===== config.mk =====
export PLATFORM = sky130hd
export DESIGN_NAME = rf_wb_arbiter
export DESIGN_NICKNAME = d
export VERILOG_FILES = /design/src/rtl/rf_wb_arbiter.sv
export SDC_FILE = /design/constraint.sdc
export NUM_CORES = 1
export LEC_CHECK = 0
export BUFFER_PORTS_ARGS = -buffer_cell sky130_fd_sc_hd__buf_4
export CORE_ASPECT_RATIO = 0.7
export CORE_MARGIN = 3
export CORE_UTILIZATION = 45
export CTS_CLUSTER_SIZE = 10
export DETAILED_ROUTE_END_ITERATION = 8
export PLACE_DENSITY = 0.75
export SLEW_MARGIN = 25
export SYNTH_ARGS = -nofsm -noshare
export SYNTH_HDL_FRONTEND = slang
export SYNTH_SLANG_ARGS = --single-unit

===== constraint.sdc =====
create_clock -name clk -period 3.2 [get_ports clk]
set_input_delay 0.64 -clock clk [delete_from_list [all_inputs] [get_ports clk]]
set_output_delay 0.64 -clock clk [all_outputs]
set_load 0.1 [all_outputs]

===== src/rtl/rf_wb_arbiter.sv =====
// Register-file write-port arbiter: in-order writeback vs. buffered
// long-latency results, with anti-starvation forced drain.
module rf_wb_arbiter #(
    parameter int DATA_W       = 32,
    parameter int REG_W        = 5,
    parameter int DEPTH        = 4,
    parameter int STARVE_LIMIT = 3
) (
    input  logic                       clk,
    input  logic                       rst_n,
    input  logic                       wb_valid,
    input  logic [REG_W-1:0]           wb_addr,
    input  logic [DATA_W-1:0]          wb_data,
    output logic                       wb_stall,
    input  logic                       ll_valid,
    output logic                       ll_ready,
    input  logic [REG_W-1:0]           ll_addr,
    input  logic [DATA_W-1:0]          ll_data,
    input  logic [REG_W-1:0]           query_addr,
    output logic                       query_hit,
    output logic                       rw_en,
    output logic [REG_W-1:0]           rw_addr,
    output logic [DATA_W-1:0]          rw_data,
    output logic [$clog2(DEPTH):0]     fifo_count
);

    localparam int PTR_W = $clog2(DEPTH);
    localparam int CNT_W = PTR_W + 1;
    localparam int SC_W  = (STARVE_LIMIT < 1) ? 1 : $clog2(STARVE_LIMIT + 1);

    localparam logic [SC_W-1:0]  SC_MAX   = SC_W'(STARVE_LIMIT);
    localparam logic [CNT_W-1:0] CNT_FULL = CNT_W'(DEPTH);
    localparam logic [REG_W-1:0] R0       = '0;

    logic [REG_W-1:0]  ent_addr_q [DEPTH];
    logic [REG_W-1:0]  ent_addr_d [DEPTH];
    logic [DATA_W-1:0] ent_data_q [DEPTH];
    logic [DATA_W-1:0] ent_data_d [DEPTH];
    logic [DEPTH-1:0]  ent_vld_q;
    logic [DEPTH-1:0]  ent_vld_d;

    logic [PTR_W-1:0]  rd_ptr_q;
    logic [PTR_W-1:0]  rd_ptr_d;
    logic [PTR_W-1:0]  wr_ptr_q;
    logic [PTR_W-1:0]  wr_ptr_d;
    logic [CNT_W-1:0]  count_q;
    logic [CNT_W-1:0]  count_d;
    logic [SC_W-1:0]   starve_q;
    logic [SC_W-1:0]   starve_d;

    logic              rw_en_q;
    logic              rw_en_d;
    logic [REG_W-1:0]  rw_addr_q;
    logic [REG_W-1:0]  rw_addr_d;
    logic [DATA_W-1:0] rw_data_q;
    logic [DATA_W-1:0] rw_data_d;

    logic              empty;
    logic              full;
    logic              push;
    logic              fifo_gnt;
    logic              wb_gnt;
    logic [REG_W-1:0]  head_addr;
    logic [DATA_W-1:0] head_data;

    assign empty     = (count_q == '0);
    assign full      = (count_q == CNT_FULL);
    assign ll_ready  = !full;
    assign push      = ll_valid && !full;
    assign head_addr = ent_addr_q[rd_ptr_q];
    assign head_data = ent_data_q[rd_ptr_q];

    // Head wins when writeback is idle or the head has waited long enough.
    assign fifo_gnt  = !empty && (!wb_valid || (starve_q == SC_MAX));
    assign wb_gnt    = wb_valid && !fifo_gnt;
    assign wb_stall  = wb_valid && fifo_gnt;

    assign rw_en      = rw_en_q;
    assign rw_addr    = rw_addr_q;
    assign rw_data    = rw_data_q;
    assign fifo_count = count_q;

    always_comb begin
        query_hit = 1'b0;
        for (int i = 0; i < DEPTH; i++) begin
            if (ent_vld_q[i] && (ent_addr_q[i] == query_addr)) begin
                query_hit = 1'b1;
            end
        end
        if (query_addr == R0) begin
            query_hit = 1'b0;
        end
    end

    always_comb begin
        ent_addr_d = ent_addr_q;
        ent_data_d = ent_data_q;
        ent_vld_d  = ent_vld_q;
        rd_ptr_d   = rd_ptr_q;
        wr_ptr_d   = wr_ptr_q;
        count_d    = count_q;

        if (fifo_gnt) begin
            ent_vld_d[rd_ptr_q] = 1'b0;
            rd_ptr_d            = rd_ptr_q + PTR_W'(1);
        end
        if (push) begin
            ent_addr_d[wr_ptr_q] = ll_addr;
            ent_data_d[wr_ptr_q] = ll_data;
            ent_vld_d[wr_ptr_q]  = 1'b1;
            wr_ptr_d             = wr_ptr_q + PTR_W'(1);
        end

        unique case ({push, fifo_gnt})
            2'b10:   count_d = count_q + CNT_W'(1);
            2'b01:   count_d = count_q - CNT_W'(1);
            default: count_d = count_q;
        endcase
    end

    always_comb begin
        starve_d = starve_q;
        if (empty || fifo_gnt) begin
            starve_d = '0;
        end else if (starve_q != SC_MAX) begin
            starve_d = starve_q + SC_W'(1);
        end
    end

    // r0 writes still take the grant but never assert the enable.
    always_comb begin
        rw_en_d   = 1'b0;
        rw_addr_d = rw_addr_q;
        rw_data_d = rw_data_q;
        if (fifo_gnt) begin
            rw_en_d   = (head_addr != R0);
            rw_addr_d = head_addr;
            rw_data_d = head_data;
        end else if (wb_gnt) begin
            rw_en_d   = (wb_addr != R0);
            rw_addr_d = wb_addr;
            rw_data_d = wb_data;
        end
    end

    always_ff @(posedge clk or negedge rst_n) begin
        if (!rst_n) begin
            for (int i = 0; i < DEPTH; i++) begin
                ent_addr_q[i] <= '0;
                ent_data_q[i] <= '0;
            end
            ent_vld_q <= '0;
            rd_ptr_q  <= '0;
            wr_ptr_q  <= '0;
            count_q   <= '0;
            starve_q  <= '0;
            rw_en_q   <= 1'b0;
            rw_addr_q <= '0;
            rw_data_q <= '0;
        end else begin
            ent_addr_q <= ent_addr_d;
            ent_data_q <= ent_data_d;
            ent_vld_q  <= ent_vld_d;
            rd_ptr_q   <= rd_ptr_d;
            wr_ptr_q   <= wr_ptr_d;
            count_q    <= count_d;
            starve_q   <= starve_d;
            rw_en_q    <= rw_en_d;
            rw_addr_q  <= rw_addr_d;
            rw_data_q  <= rw_data_d;
        end
    end

endmodule


# Yosys cells after proc, flatten, opt, wreduce, memory -nomap -nowiden
# Cells that the tools add are included.
# op_classes
n_addsub	5
n_lt_le_gt_ge	7
eq_ne	9
muxes	32
bitwise	5
n_reduce_logical	24
# op_table
operator	count
32-bit two-way mux	5
128-bit bitwise mux	1
32-bit binary-select mux with 2-bit select	1
32-bit demux with 2-bit select	1
5-bit two-way mux	5
20-bit bitwise mux	1
5-bit equality test	4
1-bit logical AND	11
5-bit binary-select mux with 2-bit select	1
5-bit demux with 2-bit select	1
5-bit nonzero test	2
1-bit two-way mux	9
4-bit two-way mux	2
2-bit by 1-bit adder with 2-bit output, second input constant	3
3-bit greater-or-equal comparator, second input constant	2
2-bit by 3-bit less-than comparator with 1-bit output, second input constant	2
2-bit NOT with 3-bit output	2
3-bit one-hot mux with 2 select lines	1
2-bit nonzero test	3
5-bit logical NOT	1
4-bit bitwise AND	1
1-bit demux with 2-bit select	2
2-bit equality test, second input constant	2
2-bit by 1-bit greater-or-equal comparator with 1-bit output, second input constant	2
other kinds (12)	17
# word_totals
reg_bits	199
inputBits	83
output_inout_bits	44
wordCells	98

# Depth between registers and ports, before layout
# Gate-level depths: netlist of the first run.
# depth
depth_word	9
ltp_mapped	11
ltp_nobuf	10

# Least setup slack after synthesis of the first run
# No wires, ideal clock.
# synth_timing
path_kind	reg2reg
start	register count_q[2] (netlist: fifo_count[2])
end	register count_q[2] (netlist: fifo_count[2])
arrival_time_ns	3.591
required_time_ns	3.036
setup_slack_ns	-0.555
stages_incl_launch_ff	11
n_path_buf	1
synth_period_minus_slack_ns	3.755
path_cell_list	dfrtp_1 -> nand3_1 -> and2_1 -> buf_4 -> inv_1 -> ha_1 -> inv_1 -> fa_1 -> xor2_1 -> nor2_1 -> xor2_1
# synth_via
elab_chain_len	5
word_cells_on_any_way	12
classes_between	add/sub (2); eq/ne (3); mux (1); reduce/logical (6)
# synth_rtl
item	line_no	source
from (decl)	46	logic [CNT_W-1:0] count_q;
from (signal assigned)	166	count_q <= count_d;
3-bit equality test *	67	assign full = (count_q == CNT_FULL);
1-bit logical NOT *	n/a	
named net ll_ready	16	output logic ll_ready,
1-bit logical AND *	69	assign push = ll_valid && !full;
2-bit by 1-bit equality test with 1-bit output or 2-bit equality test (tied branches)	114	unique case ({push, fifo_gnt})
3-bit one-hot mux with 2 select lines or 2-bit nonzero test (tied branches)	n/a	
# The timed path passes the listed nets; every way through them passes the cells marked *.
# A chain may end at the register's enable or synchronous reset.

# Worst setup path in the final report of the first run
# layout_timing
start	register ent_addr_q[8] in the netlist's numbering
end	output port query_hit
# layout_via
elab_chain_len	5
# layout_rtl
item	line_no	source
from (decl)	35	logic [REG_W-1:0] ent_addr_q [DEPTH];
from (signal assigned)	161	ent_addr_q <= ent_addr_d;
5-bit equality test	86	if (ent_vld_q[i] && (ent_addr_q[i] == query_addr)) begin
1-bit logical AND	86	
1-bit two-way mux (2 in series)	86	
1-bit two-way mux	90	if (query_addr == R0) begin
to (decl)	20	output logic query_hit,
# Every way passes these cells.

==> impl_metrics.csv, run 1 <==
group,metric,value,unit
finish,drive_gt1_share,48.18,%
finish,n_antenna_cell,0,
min_path,hold_class,"input pin to async pin",
place,place.port_buffers,126,
timing,final.period_utilization,83.32,%
place,place_ws,0.6438,ns
route,wire_per_inst,20.10,microns
logic_synthesis,ys_async_sr_fraction,100.0,%
outcome,outcome,"complete, no violations",
global_route,groute.usage.overall,19.40,%
timing,tightestPinTransition,0.7025,ns
power_and_ir_drop,p_sw,5.422,mW
timing,clock_skew,0.009165,ns
logic_synthesis,synthXorXnorAreaFrac,2.363,%
logic_synthesis,synth.avg_cell_area,14.62,sq um
finish,layout.cells.most_common,"dfrtp_1",
route,vias_per_cell,5.380,
timing,slew_headroom,53.17,%
timing,tns,0,ns
place,placed_cells,1006,
logic_synthesis,synth_edf_count,0,
floorplan,io_pins,127,
finish,area_growth,19.71,%
logic_synthesis,synth.mux.area_fraction,30.11,%
power_and_ir_drop,p_int,7.827,mW
timing,setup-violations-final,0,
setup_path,crit_fanout,3,
clock_network,cts_tree,"built",
finish,multi_input_area,0.003991,sq mm
clock_network,cts_buffer_depth,2,
clock_network,cts-resized-gates,0,
clock_network,postCtsSetupRepairBufs,0,
logic_synthesis,yosys.area.top_type,"dfrtp_1",
logic_synthesis,synth_top_family_by_area,"multiplexers",
floorplan,rows,43,
job,drv_cap,0,
setup_path,cp-end-kind,"primary output",
power_and_ir_drop,share_comb_of_total_power,48.4,%
power_and_ir_drop,leakage,5.244,nW
setup_path,arrival,2.03,ns
global_route,grt_pass1_vias,5937,
global_route,grt_max_degree,85,
power_and_ir_drop,p_per_area,1194,mW/mm^2
timing,slew_viol_final,0,
route,finalWirelength,20860,microns
floorplan,core_area,0.02001,sq mm
finish,nFillCells,1624,
clock_network,cts-buffers-inserted,17,
setup_path,critPathKind,"register to primary output",
logic_synthesis,synthesis.nets,728,
finish,layout_common_cells,"dfrtp_1, buf_4, nand2_1",
route,drc,0,
finish,fin_cells,1038,
clock_network,clk_pin_slew,0.07,ns
logic_synthesis,synth_ff_type,"dfrtp_1",
setup_path,cp_data_required_time,2.56,ns
floorplan,die_y,126.1,microns
power_and_ir_drop,p_seq_share,35.3,%
route,drt_iter0_markers,340,
logic_synthesis,synth_top_cells_by_area,"dfrtp_1, mux2_4, mux4_2, mux2_2, nand2_1",
power_and_ir_drop,irDropWorstVdd,0.7104,mV
finish,seqCellArea,0.004982,sq mm
timing,rsz0062_at_grt,"false",
finish,final_area,0.01109,sq mm
floorplan,die_w,177.5,microns
global_route,grt-ovfl-total,0,
clock_network,insertion_delay,0.43,ns
global_route,grt_pass1_wl,33580,microns
timing,max_freq,375.1,MHz
logic_synthesis,synth_compound_area_share,3.794,%
place,hpwlAfterDp,13970,microns
setup_path,startpoint_type,"register",
place,placed_cell_area,0.01050,sq mm
logic_synthesis,netlist_instances,634,
route,drtAntennaViolNets,0,
logic_synthesis,synth_top_area_share,53.73,%
route,dr.pass1.iters,5,
place,place.gp.congestion,0.8097,
logic_synthesis,synth_cell_types,32,
logic_synthesis,yosys.area_share.adder,1.566,%
floorplan,dieArea,0.02238,sq mm
power_and_ir_drop,p_sw_share,40.92,%
clock_network,cts-hold-fix-buffers,0,
logic_synthesis,yosys.area_share.simple,4.982,%
floorplan,floorplan.initialDensity,46.31,%
logic_synthesis,ys_seq_area_share,53.73,%
clock_network,cts_sinks,199,
timing,hold_viol,0,
logic_synthesis,yosysWarnings,0,
power_and_ir_drop,power,13.25,mW
timing,setup_ws,0.5339,ns
logic_synthesis,synthesis.area,0.009268,sq mm
clock_network,cts_root_buffer,"clkbuf_16",
route,vias,5584,
finish,fin_nets,849,
logic_synthesis,synth.ff_latch_count,199,
clock_network,htree_levels,4,
timing,fin_crit,2.666,ns
global_route,antenna_found_initial,0,
power_and_ir_drop,clkPwrFrac,16.3,%
[critical path, stage by stage (launching register included)]
cell     delay [ns]
dfrtp_1        0.40
xor2_1         0.17
nor4_1         0.37
nand3_1        0.12
nand4_1        0.11
o21a_1         0.13
buf_4          0.29
[path summary, 6_finish.rpt]
| check | startpoint | cells after the start | to | slack (ns) |
|---|---|---|---|---|
| setup / recovery | ent_addr_q[8]$_DFFE_PN0P_ | 6 | query_hit | 0.53 |
| hold / removal | rst_n | 1 | rw_data[27]$_DFFE_PN0P_ | 0.24 |
| setup reg to reg | fifo_count[1]$_DFFE_PN0P_ | 6 | ent_data_q[63]$_DFFE_PN0P_ | 0.92 |
| hold reg to reg | starve_q[0]$_DFFE_PN0P_ | 1 | starve_q[0]$_DFFE_PN0P_ | 0.45 |
| max in group asynchronous | rst_n | 2 | ent_addr_q[4]$_DFFE_PN0P_ | 2.13 |
| min in group clk | wb_addr[4] | 3 | rw_addr[4]$_DFFE_PN0P_ | 0.43 |
[synthesized netlist by cell type, types with 4 or more instances]
| cell type | n |
|---|---|
| nand2_1 | 90 |
| ha_1 | 10 |
| o21ai_0 | 4 |
| mux2_4 | 72 |
| a22oi_1 | 6 |
| nor2_1 | 4 |
| mux4_2 | 37 |
| buf_2 | 10 |
| mux2_1 | 4 |
| buf_6 | 12 |
| inv_1 | 9 |
| mux2_2 | 72 |
| nand3_1 | 5 |
| buf_1 | 5 |
| xor2_1 | 18 |
| a32oi_1 | 29 |
| clkbuf_1 | 16 |
| dfrtp_1 | 199 |
| xnor2_1 | 7 |
| nor4_1 | 8 |
[power groups by stage]
stage	Combinational [mW]	Clock [mW]	Sequential (mW)
after detailed placement	6.43	0	4.70
final	6.41	2.16	4.68
after global placement	6.31	0	4.65
after global routing	6.82	2.31	4.84
after floorplan	3.55	0	6.08
after CTS	6.46	2.21	4.67
[cell type report]
| type | count | share of cell area (%) |
|---|---|---|
| sequential | 199 | 44.91 |
| inverter | 11 | 0.3722 |
| clock buffer | 21 | 4.240 |
| multi-input combinational | 379 | 35.98 |
| clock inverter | 11 | 1.117 |
| tap | 270 | 3.045 |
| timing repair buffer | 147 | 10.34 |
[cell families (layout without fill, tap and decap cells)]
| group | after synthesis | in the layout |
|---|---|---|
| AO/OA/AOI/OAI | 44 | 44 |
| XOR/XNOR | 25 | 25 |
| adder cells (fa/ha/maj) | 11 | 11 |
| buffers and inverters | 56 | 190 |
| flip-flops | 199 | 199 |
| multiplexers | 187 | 187 |
| AND/OR/NAND/NOR | 112 | 112 |
[stage by stage]
step	utilization, %	hold WS, ns
after global routing	55.43	0.2957
after floorplan	-	0.3444
after CTS	55.43	0.2735
after detailed placement	52.46	0.4496
after global placement	52.46	0.4404
final	55.43	0.2446
[routing by layer]
metal | up-vias | part of all wire, % | track usage (%)
met3 | 19 | 5.5 | 3.858
li1 | 2527 | - | -
met1 | 2900 | 47 | 28.26
met2 | 138 | 46 | 30.07
met4 | 0 | 0.96 | 4.938
met5 | - | 0 | 0
[registers in the layout, indices dropped and copies added, names as in the netlist]
signal and count:
ent_addr_q 20, wr_ptr_q 2, rw_data 32, fifo_count 3, rw_addr 5, ent_vld_q 4, ent_data_q 128, rw_en 1
rd_ptr_q 2, starve_q 2
Power figures use the tool's default switching activity.
==> run 2: changes to the inputs <==
==> constraint.sdc (replaced) <==
create_clock -name clk -period 2.52 [get_ports clk]
set_input_delay 0.504 -clock clk [delete_from_list [all_inputs] [get_ports clk]]
set_output_delay 0.504 -clock clk [all_outputs]
set_load 0.1 [all_outputs]
==> run 2 against run 1 <==
Net effect:
- sequential share of layout area shrank 0.60 points
- setup slack lost 0.42 ns
- combinational power grew 32%
- global-route usage grew 0.22 points
- die area is the same
- routed wire length grew 2.2%
- critical path depth is the same
- non-clock buffer count grew 2
- sequential power grew 25%
- highest routed layer unchanged
==> impl_metrics.csv, run 2 (same netlist as run 1, synthesis figures left out) <==
group,metric,value,unit
outcome,outcome,"complete, no violations",
finish,nFillCells,1605,
clock_network,cts-hold-fix-buffers,0,
setup_path,startpoint_type,"register",
route,vias_per_cell,5.439,
route,drtAntennaViolNets,0,
clock_network,insertion_delay,0.42,ns
power_and_ir_drop,p_seq_share,34.1,%
finish,layout_common_cells,"dfrtp_1, buf_4, nand2_1",
clock_network,cts_tree,"built",
floorplan,io_pins,127,
clock_network,cts-buffers-inserted,17,
route,wire_per_inst,20.53,microns
route,drt_iter0_markers,371,
power_and_ir_drop,irDropWorstVdd,0.9379,mV
power_and_ir_drop,clkPwrFrac,16.9,%
timing,tns,0,ns
timing,setup-violations-final,0,
global_route,groute.usage.overall,19.62,%
floorplan,core_area,0.02001,sq mm
finish,fin_nets,851,
min_path,hold_class,"input pin to async pin",
timing,rsz0062_at_grt,"false",
finish,largest_register_ffs,128,
finish,area_growth,21.61,%
place,placed_cells,1008,
setup_path,crit_fanout,3,
timing,max_freq,415.3,MHz
global_route,grt-ovfl-total,0,
route,drc,0,
global_route,grt_max_degree,58,
timing,tightestPinTransition,0.6067,ns
floorplan,die_w,177.5,microns
power_and_ir_drop,p_int,10.24,mW
finish,final_util,56.31,%
setup_path,cp-end-kind,"primary output",
clock_network,htree_levels,4,
clock_network,postCtsSetupRepairBufs,0,
timing,clock_skew,0.01153,ns
timing,fin_crit,2.408,ns
global_route,grt_pass1_wl,33950,microns
finish,n_antenna_cell,0,
place,hpwlAfterDp,14450,microns
floorplan,floorplan.initialDensity,46.31,%
route,vias,5651,
setup_path,critPathKind,"register to primary output",
finish,layout.cells.most_common,"dfrtp_1",
setup_path,cp_data_required_time,2.02,ns
power_and_ir_drop,p_sw_share,40.61,%
power_and_ir_drop,p_sw,6.998,mW
place,place.port_buffers,126,
timing,hold_viol,0,
finish,fin_cells,1039,
timing,slew_headroom,59.40,%
setup_path,arrival,1.90,ns
clock_network,cts_root_buffer,"clkbuf_16",
route,finalWirelength,21330,microns
timing,slew_viol_final,0,
power_and_ir_drop,leakage,5.305,nW
floorplan,rows,43,
finish,drive_gt1_share,49.41,%
floorplan,die_y,126.1,microns
global_route,antenna_found_initial,0,
finish,seqCellArea,0.004994,sq mm
place,place.gp.congestion,0.7900,
global_route,grt_pass1_vias,5917,
job,drv_cap,0,
floorplan,dieArea,0.02238,sq mm
power_and_ir_drop,share_comb_of_total_power,49.0,%
route,dr.pass1.iters,5,
finish,largest-register,"ent_data_q",
finish,multi_input_area,0.004026,sq mm
timing,final.period_utilization,95.54,%
clock_network,cts_sinks,199,
clock_network,clk_pin_slew,0.07,ns
power_and_ir_drop,p_per_area,1529,mW/mm^2
clock_network,cts_buffer_depth,2,
[run 2: cell count changes in the layout (fill, tap and decap cells not counted), moves of 3 or more]
cell,change
buf_12,+6
buf_4,-5
clkinv_4,-3
dfrtp_1,-3
dfrtp_4,+3
inv_6,+3
[run 2: layout make-up]
cell class | count | area share (%)
tap | 270 | 2.997
sequential | 199 | 44.31
clock inverter | 11 | 1.499
timing repair buffer | 149 | 11.01
multi-input combinational | 379 | 35.72
inverter | 11 | 0.4107
clock buffer | 20 | 4.052
[run 2: per-layer routing]
layer	share of wire [%]	wire, microns	up-vias	global-route usage [%]
li1	-	-	2536	-
met5	0	0	-	0
met4	1.1	225	0	4.246
met3	6.3	1336	18	4.039
met1	48	10250	2933	29.66
met2	45	9522	164	29.44
[run 2: what timing repair did]
| item | 4_1_cts | 5_1_grt |
|---|---|---|
| hold endpoints to repair | 0 | 0 |
| gates resized for setup | 1 | 3 |
| setup endpoints to repair | 1 | 2 |
[run 2: worst paths after layout]
kind,slack (ns),depth (start not counted),end,start
setup / recovery,0.11,6,query_hit,ent_addr_q[8]$_DFFE_PN0P_
hold / removal,0.03,1,ent_data_q[91]$_DFFE_PN0P_,rst_n
setup reg to reg,0.41,10,fifo_count[2]$_DFFE_PN0P_,fifo_count[1]$_DFFE_PN0P_
hold reg to reg,0.45,1,starve_q[0]$_DFFE_PN0P_,starve_q[0]$_DFFE_PN0P_
max in group asynchronous,1.77,2,rd_ptr_q[1]$_DFFE_PN0N_,rst_n
min in group clk,0.31,3,rw_addr[4]$_DFFE_PN0P_,wb_addr[4]
[run 2: critical path, cell delays in order, from the launching register on]
cell and delay, ns:
dfrtp_1 0.40, xor2_1 0.18, nor4_2 0.30, nand3_1 0.12
nand4_1 0.10, o21a_1 0.15, buf_6 0.23
[run 2: power groups by stage]
stage / logic, mW / registers, mW / clock network, mW
CTS: 8.49 / 5.87 / 2.96
finish: 8.45 / 5.87 / 2.91
floorplan: 4.53 / 7.75 / 0
global route: 8.95 / 6.08 / 3.08
detailed placement: 8.43 / 5.89 / 0
global placement: 8.26 / 5.82 / 0
[run 2: per-stage QoR]
step           area [sq um]  hold slack (ns)  setup WS [ns]  power (mW)
2_1_floorplan          9309           0.2084        0.01650       12.28
3_3_place_gp          10620           0.4412         0.2537       14.09
3_5_place_dp          10620           0.4342         0.2120       14.33
4_1_cts               11250          0.04135       0.006036       17.32
5_1_grt               11270          0.04623        0.01588       18.11
6_report              11270          0.03196         0.1124       17.24
==> run 3: changes to the inputs <==
==> constraint.sdc (replaced) <==
create_clock -name clk -period 2.45 [get_ports clk]
set_input_delay 0.49 -clock clk [delete_from_list [all_inputs] [get_ports clk]]
set_output_delay 0.49 -clock clk [all_outputs]
set_load 0.1 [all_outputs]
==> run 3 against run 2 <==
Net effect:
- total power increased by 2.5%
- clock power about the same
- die area unchanged
- sequential power increased by 3.9%
- combinational power increased by 2.4%
- via count decreased by 0.30%
- clock skew decreased by 0.0016 ns
- routed wire length decreased by 1.1%
- non-clock buffer count increased by 1
- first-iteration DRC count increased by 1.1%
- sequential share of layout area decreased by 0.16 points
- global-route usage decreased by 0.41 points
- largest cell class unchanged
==> impl_metrics.csv, run 3 (same netlist as run 1, synthesis figures left out) <==
group,metric,value,unit
finish,drive_gt1_share,50.32,%
setup_path,r2r_start,"starve_q[0]$_DFFE_PN0P_",
route,drt_iter0_markers,375,
global_route,grt_pass1_vias,5860,
clock_network,cts-buffers-inserted,17,
finish,area_growth,22.06,%
floorplan,die_y,126.1,microns
place,place.gp.congestion,0.8467,
timing,hold_viol,0,
clock_network,cts_buffer_depth,2,
setup_path,regToRegSetupSlack,0.27,ns
clock_network,postCtsSetupRepairBufs,0,
finish,n_antenna_cell,0,
timing,slew_headroom,48.82,%
setup_path,reg2reg_to,"fifo_count[2]$_DFFE_PN0P_",
timing,slew_viol_final,0,
timing,tns,0,ns
clock_network,clk_pin_slew,0.07,ns
floorplan,floorplan.initialDensity,46.31,%
finish,largest-register,"ent_data_q",
clock_network,cts_tree,"built",
clock_network,cts_root_buffer,"clkbuf_16",
power_and_ir_drop,power,17.66,mW
timing,setup-violations-final,0,
place,place.port_buffers,126,
global_route,grt-ovfl-total,0,
route,drtAntennaViolNets,0,
setup_path,cp-end-kind,"primary output",
power_and_ir_drop,clkPwrFrac,16.5,%
finish,fin_nets,852,
power_and_ir_drop,share_comb_of_total_power,49.0,%
route,vias,5634,
floorplan,die_w,177.5,microns
floorplan,core_area,0.02001,sq mm
timing,fin_crit,2.377,ns
finish,nFillCells,1613,
finish,fin_cells,1041,
power_and_ir_drop,p_per_area,1561,mW/mm^2
route,vias_per_cell,5.412,
floorplan,dieArea,0.02238,sq mm
min_path,hold_class,"input pin to async pin",
finish,layout.cells.most_common,"dfrtp_1",
place,hpwlAfterDp,13770,microns
clock_network,insertion_delay,0.42,ns
place,placed_cells,1008,
outcome,outcome,"complete, no violations",
global_route,grt_pass1_wl,33440,microns
global_route,grt_max_degree,66,
floorplan,rows,43,
setup_path,reg2reg_depth,10,
power_and_ir_drop,p_sw_share,40.69,%
clock_network,htree_levels,4,
setup_path,arrival,1.89,ns
timing,rsz0062_at_grt,"true",
route,wire_per_inst,20.26,microns
timing,final.period_utilization,97.02,%
finish,largest_register_ffs,128,
timing,clock_skew,0.009972,ns
setup_path,critPathKind,"register to primary output",
global_route,groute.usage.overall,19.21,%
setup_path,startpoint_type,"register",
floorplan,io_pins,127,
timing,tightestPinTransition,0.7648,ns
power_and_ir_drop,p_sw,7.186,mW
power_and_ir_drop,p_int,10.47,mW
global_route,antenna_found_initial,0,
power_and_ir_drop,p_seq_share,34.5,%
finish,layout_common_cells,"dfrtp_1, buf_4, nand2_1",
route,finalWirelength,21090,microns
clock_network,cts_sinks,199,
setup_path,cp_data_required_time,1.96,ns
timing,max_freq,420.7,MHz
route,dr.pass1.iters,4,
power_and_ir_drop,leakage,5.301,nW
power_and_ir_drop,irDropWorstVdd,0.9768,mV
route,drc,0,
job,drv_cap,0,
setup_path,crit_fanout,3,
-- run 3: cell count changes in the layout (fill, tap and decap cells not counted), sizes merged --
cell	before	now
bufinv	4	3
clkbuf	21	23
clkinvlp	1	3
inv	14	13
-- run 3: routing by layer --
metal / track usage [%] / vias up / share of wire [%]
met4: 3.553 / 0 / 0.84
met5: 0 / - / 0
li1: - / 2542 / -
met2: 28.04 / 147 / 45
met1: 29.73 / 2930 / 48
met3: 4.430 / 15 / 5.6
-- run 3: worst max-delay path, cell delays in order, from the launching register on --
cell and delay [ns]:
dfrtp_1 0.40, xor2_1 0.18, nor4_2 0.33, nand3_1 0.11, nand4_1 0.10, o21a_2 0.16
buf_12 0.17
-- run 3: what timing repair did --
item	4_1_cts	5_1_grt
hold buffers	0	0
gates resized for setup	4	9
endpoints found under the setup margin	2	2
pin swaps	0	6
cloned	0	1
-- run 3: cell type report --
type | instances | area, sq um | share of cell area, %
Sequential cell | 199 | 4994 | 44.14
Clock inverter | 11 | 145.1 | 1.283
Tap cell | 270 | 337.8 | 2.986
Multi-Input combinational cell | 379 | 4066 | 35.95
Timing Repair Buffer | 150 | 1262 | 11.16
Inverter | 11 | 46.29 | 0.4092
Clock buffer | 21 | 460.4 | 4.070
-- run 3: worst max path at each step --
stage | from | to | slack, ns | cells after the start
after floorplan | fifo_count[1]$_DFFE_PN0P_ | fifo_count[2]$_DFFE_PN0P_ | -0.005 | 11
after global placement | query_addr[3] | query_hit | 0.21 | 7
after detailed placement | query_addr[2] | query_hit | 0.21 | 7
after CTS | ent_addr_q[17]$_DFFE_PN0P_ | query_hit | 0.0003 | 6
after global routing | ent_addr_q[8]$_DFFE_PN0P_ | query_hit | -0.03 | 6
final | ent_addr_q[8]$_DFFE_PN0P_ | query_hit | 0.07 | 6
-- run 3: power groups by stage --
stage	Clock [mW]	Combinational [mW]	Sequential (mW)
floorplan	0	4.69	7.97
global placement	0	8.39	6.06
detailed placement	0	8.54	6.09
CTS	2.96	8.58	6.08
global route	3.10	9.15	6.33
finish	2.91	8.65	6.10
-- run 3: per-stage QoR --
stage / setup slack (ns) / utilization, % / area (sq um) / hold WS, ns
3_5_place_dp: 0.2065 / 53.03 / 10610 / 0.4352
5_1_grt: -0.03108 / 56.52 / 11310 / 0.06967
4_1_cts: 0.0002627 / 56.13 / 11230 / 0.05988
3_3_place_gp: 0.2133 / 53.03 / 10610 / 0.4345
2_1_floorplan: -0.004974 / - / 9328 / 0.1944
6_report: 0.07303 / 56.52 / 11310 / 0.02460
